## src/rtl/sha256_msg_sched.sv

```systemverilog
`default_nettype none
// ============================================================================
//  Module      : sha256_msg_sched
//  Description : SHA-256 message schedule. Buffers one 16-word block, then
//                produces W_0..W_63 one per controller round strobe using a
//                16-word sliding window.
//                Optional macro SHA256_MSCHED_BSWAP_EN byte-reverses every
//                incoming word before it is stored (little-endian host).
//  Revision    : 1.0  initial release
// ============================================================================
module sha256_msg_sched (
  input  logic        clk,
  input  logic        rst,
  input  logic [31:0] in_word,
  input  logic        in_valid,
  output logic        in_ready,
  output logic        blk_ready,
  input  logic        init_regs,
  input  logic        round_en,
  output logic [31:0] w_out,
  output logic [5:0]  w_idx,
  output logic        sched_err
);

  localparam logic [1:0] C_ST_EMPTY = 2'd0;
  localparam logic [1:0] C_ST_FULL  = 2'd1;
  localparam logic [1:0] C_ST_RUN   = 2'd2;

  localparam logic [5:0] C_LAST_T   = 6'd63;
  localparam logic [3:0] C_LAST_WR  = 4'd15;

  logic [1:0]  state_q, state_d;
  logic [31:0] window_q [16];
  logic [3:0]  wr_cnt_q;
  logic [5:0]  t_q;
  logic        err_q;

  logic        w_xfer;
  logic        w_advance;
  logic [31:0] w_wr_word;
  logic [31:0] w_new_word;

  function automatic logic [31:0] f_sig0(input logic [31:0] x);
    return ((x >> 7)  | (x << 25)) ^ ((x >> 18) | (x << 14)) ^ (x >> 3);
  endfunction

  function automatic logic [31:0] f_sig1(input logic [31:0] x);
    return ((x >> 17) | (x << 15)) ^ ((x >> 19) | (x << 13)) ^ (x >> 10);
  endfunction

  // Only the stored value differs between builds; handshake timing is shared.
`ifdef SHA256_MSCHED_BSWAP_EN
  assign w_wr_word = {in_word[7:0], in_word[15:8], in_word[23:16], in_word[31:24]};
`else
  assign w_wr_word = in_word;
`endif

  // Words are only taken while filling; strobes outside FULL/RUN do nothing.
  assign w_xfer     = (state_q == C_ST_EMPTY) && in_valid;
  assign w_advance  = round_en && ((state_q == C_ST_FULL) || (state_q == C_ST_RUN));
  assign w_new_word = f_sig1(window_q[14]) + window_q[9] + f_sig0(window_q[1]) + window_q[0];

  // State register.
  always_ff @(posedge clk) begin
    if (rst) state_q <= C_ST_EMPTY;
    else     state_q <= state_d;
  end

  // Next-state decode: fill, wait for controller, run 64 rounds.
  always_comb begin
    state_d = state_q;
    case (state_q)
      C_ST_EMPTY: if (w_xfer && (wr_cnt_q == C_LAST_WR)) state_d = C_ST_FULL;
      C_ST_FULL:  if (round_en) state_d = C_ST_RUN;
      C_ST_RUN:   if (round_en && (t_q == C_LAST_T)) state_d = C_ST_EMPTY;
      default:    state_d = C_ST_EMPTY;
    endcase
  end

  // Handshake outputs depend on state only.
  always_comb begin
    in_ready  = 1'b0;
    blk_ready = 1'b0;
    case (state_q)
      C_ST_EMPTY: in_ready  = 1'b1;
      C_ST_FULL:  blk_ready = 1'b1;
      default: ;
    endcase
  end

  // Window: written in place while filling, shifted down by one per advance.
  always_ff @(posedge clk) begin
    if (rst) begin
      for (int i = 0; i < 16; i++) window_q[i] <= '0;
    end else if (w_xfer) begin
      window_q[wr_cnt_q] <= w_wr_word;
    end else if (w_advance) begin
      for (int i = 0; i < 15; i++) window_q[i] <= window_q[i+1];
      window_q[15] <= w_new_word;
    end
  end

  // Fill pointer; the natural 4-bit wrap clears it after the 16th word.
  always_ff @(posedge clk) begin
    if (rst)         wr_cnt_q <= '0;
    else if (w_xfer) wr_cnt_q <= wr_cnt_q + 4'd1;
  end

  // Round index; the 6-bit wrap returns it to 0 after round 63.
  always_ff @(posedge clk) begin
    if (rst)                                         t_q <= '0;
    else if (w_advance)                              t_q <= t_q + 6'd1;
    else if (init_regs && (state_q == C_ST_FULL))    t_q <= '0;
  end

  // Sticky error: a round strobe arrived with no block buffered.
  always_ff @(posedge clk) begin
    if (rst)                                        err_q <= 1'b0;
    else if (round_en && (state_q == C_ST_EMPTY))   err_q <= 1'b1;
  end

  assign w_out     = window_q[0];
  assign w_idx     = t_q;
  assign sched_err = err_q;

endmodule
`default_nettype wire
```

## config.mk

```make
export PLATFORM = sky130hd
export DESIGN_NAME = sha256_msg_sched
export DESIGN_NICKNAME = d
export VERILOG_FILES = /design/src/rtl/sha256_msg_sched.sv
export SDC_FILE = /design/constraint.sdc
export NUM_CORES = 1
export LEC_CHECK = 0
export ABC_AREA = 1
export BUFFER_PORTS_ARGS = -buffer_cell sky130_fd_sc_hd__buf_4
export CORE_UTILIZATION = 60
export DETAILED_ROUTE_END_ITERATION = 10
export MAX_ROUTING_LAYER = met4
export PLACE_DENSITY = 0.81
export SLEW_MARGIN = 25
export SYNTH_ARGS = -nofsm -noshare
export SYNTH_HDL_FRONTEND = slang
export SYNTH_SLANG_ARGS = --single-unit
export TNS_END_PERCENT = 1
```

## constraint.sdc

```tcl
create_clock -name clk -period 4.2 [get_ports clk]
set_clock_uncertainty 0.1 [all_clocks]
set_input_delay 0.63 -clock clk [delete_from_list [all_inputs] [get_ports clk]]
set_output_delay 0.63 -clock clk [all_outputs]
set_load 0.01 [all_outputs]
```

==> metrics.yaml <==
hold_viol: 0
cts-root-buf: "clkbuf_16"
fmax_ghz: 0.243
multiInputGateArea_um2: 8960
antenna_found_initial: 3
cp_num_buf_inv: 4
yosysSeqAreaShare: 0.567
cts_num_sinks: 525
dr.pass1.iters: 7
grt_pass1_wl_um: 133000
relSlewSlack: 0.308
hp-class: "in2reg"
wl_um: 92200
cp_cell_sequence: "xnor2_2 > xnor2_1 > buf_4 > fa_1 > inv_1 > fa_1 > inv_1 > ha_2 > nand2_1 > inv_1 > a21oi_1 > nand3_1 > o21ai_0 > o21ai_1"
worst_path_dominant_cell_family: "adder cells"
hpwlAfterDp_um: 63900
clockBufferDepth: 3
synth_warnings: 0
cts_buffers: 54
worst_ep_arrival_time_ps: 4360
grt_max_degree: 164
utilization: 0.683
tritoncts: "yes"
crit_top_cell: "inv_1"
avgSynthCellArea_um2: 10.3
crit_path_max_fanout: 5
die_y_um: 216
drive_gt1_frac: 0.119
critical_path.endpoint_type: "register"
grt_usage: 0.407
nFillCells: 3364
vias: 21400
critPathKind: "reg2reg"
die_w_um: 216
start_util: 0.608
die_area_um2: 46800
clkTransAtPathRegs_ps: 60
ctsHoldBuffers: 0
place_inst: 3309
start_kind: "register"
clock_latency_ps: 620
avgRoutedWirePerCell_um: 26.9
status: "complete, no violations"
syn_inst: 2688
synthDistinctLibCells: 39
slowest_delay_ps: 640
seqCellArea_um2: 15600
portBuffers: 77
drt_iter0_markers: 3449
io-pin-count: 78
gp_congestion: 1.03
tightest_slew_ps: 1040
setup_viol: 0
final_cells: 3422
drc_errors: 0
period_needed_ps: 4120
grt_pass1_vias: 20300
num_rows: 78
syn-num-nets: 2826
max_cap_violations: 0
grt_setup_unrepaired: "yes"
synth-seq-cells: 525
maxSlewViolCount: 0
avgViaCountPerCell: 6.25
antenna_left: 0
area_delta_synth_final_pct: 12.5
coreArea_um2: 45400
rrSetupSlack_ps: 80
overflow: 0
nets: 2914
htree_levels: 2
syn-cell-area_um2: 27600
cp_slowest_cell: "edfxtp_1"
cp.required_ps: 4440
post-route-period-util: 0.981
sequential cells by signal, indices dropped and copies added (netlist names):
register   flops
sched_err      1
window_q     512
w_idx          6
state_q        2
wr_cnt_q       4
Yosys cell counts, drive strengths merged:
library cell | number | area, µm²
fa | 62 | 1240
nand3 | 212 | 1070
nor2 | 44 | 189
o21ai | 196 | 981
nand2 | 272 | 1030
xor2 | 46 | 403
o31ai | 1 | 7.51
dfxtp | 13 | 260
o22ai | 325 | 2030
o21bai | 2 | 15.0
buf | 115 | 582
nand3b | 2 | 15.0
ha | 39 | 488
edfxtp | 512 | 15400
nand4 | 21 | 297
or2 | 1 | 6.26
inv | 647 | 2430
a21oi | 37 | 185
nor3 | 6 | 30.0
and3 | 1 | 6.26
a21o | 1 | 7.51
clkbuf | 48 | 188
and2 | 3 | 18.8
a31oi | 1 | 6.26
o211a | 1 | 10.0
xnor2 | 80 | 701
cells in the final DEF (no fill, tap or decap), drive strengths merged, types with 21 or more instances in the layout:
master	synthesis	final
a21oi	37	37
buf	115	195
clkbuf	48	67
clkinv	0	29
edfxtp	512	512
fa	62	62
ha	39	39
inv	647	647
nand2	272	272
nand3	212	212
nand4	21	21
nor2	44	44
o21ai	196	196
o22ai	325	325
xnor2	80	80
xor2	46	46
timing repair:
item | CTS | global route
setup endpoints to repair | 6 | 19
resized for setup | 4 | 45
setup buffers | 0 | 11
pin swaps | 0 | 3
stage by stage:
stage,setup WS (ps),cell area (µm²),setup TNS (ps),hold WS (ps)
2_1_floorplan,560,27600,0,370
3_3_place_gp,-85.5,29000,-250,358
3_5_place_dp,-53.3,29000,-149,404
4_1_cts,4.99,30700,0,182
5_1_grt,-40.0,31000,-127,214
6_report,78.4,31000,0,194
cell families after synthesis:
logic type	count (synthesis)	share of synthesized area
adder cells (fa/ha/maj)	101	0.0627
AND/OR/NAND/NOR	562	0.0963
flip-flops	525	0.567
AO/OA/AOI/OAI	564	0.118
buffers and inverters	810	0.116
XOR/XNOR	126	0.0400
worst min-delay path: cells and delay by family:
kind | cells | cell delay (ps)
AO/OA/AOI/OAI | 1 | 60
AND/OR/NAND/NOR | 1 | 90
buffers and inverters | 1 | 100
layer usage:
layer | vias up | GRT usage | part of all wire
met2 | 1576 | 0.593 | 0.45
met3 | 236 | 0.0869 | 0.13
met4 | 0 | 0.180 | 0.048
met1 | 10300 | 0.554 | 0.38
li1 | 9276 | - | -
met5 | - | - | 0
final timing paths:
check	cells past startpoint	startpoint	to
worst max register to register	14	window_q[14][28]	window_q[15][13]
worst max-delay path	14	window_q[14][28]	window_q[15][13]
worst min-delay path	3	round_en	sched_err
worst min register to register	2	w_idx[4]	w_idx[4]
final cells by class:
| class | instances | share of cell area |
|---|---|---|
| Clock inverter | 33 | 0.00690 |
| Antenna cell | 2 | 0.000161 |
| Sequential cell | 525 | 0.504 |
| Tap cell | 600 | 0.0242 |
| Multi-Input combinational cell | 1353 | 0.289 |
| Clock buffer | 67 | 0.0465 |
| Inverter | 647 | 0.0785 |
| Timing Repair Buffer | 195 | 0.0504 |
Power is left out: the tool's default activity adds up to more than one toggle a clock period on the data nets, which glitch-free logic cannot reach.
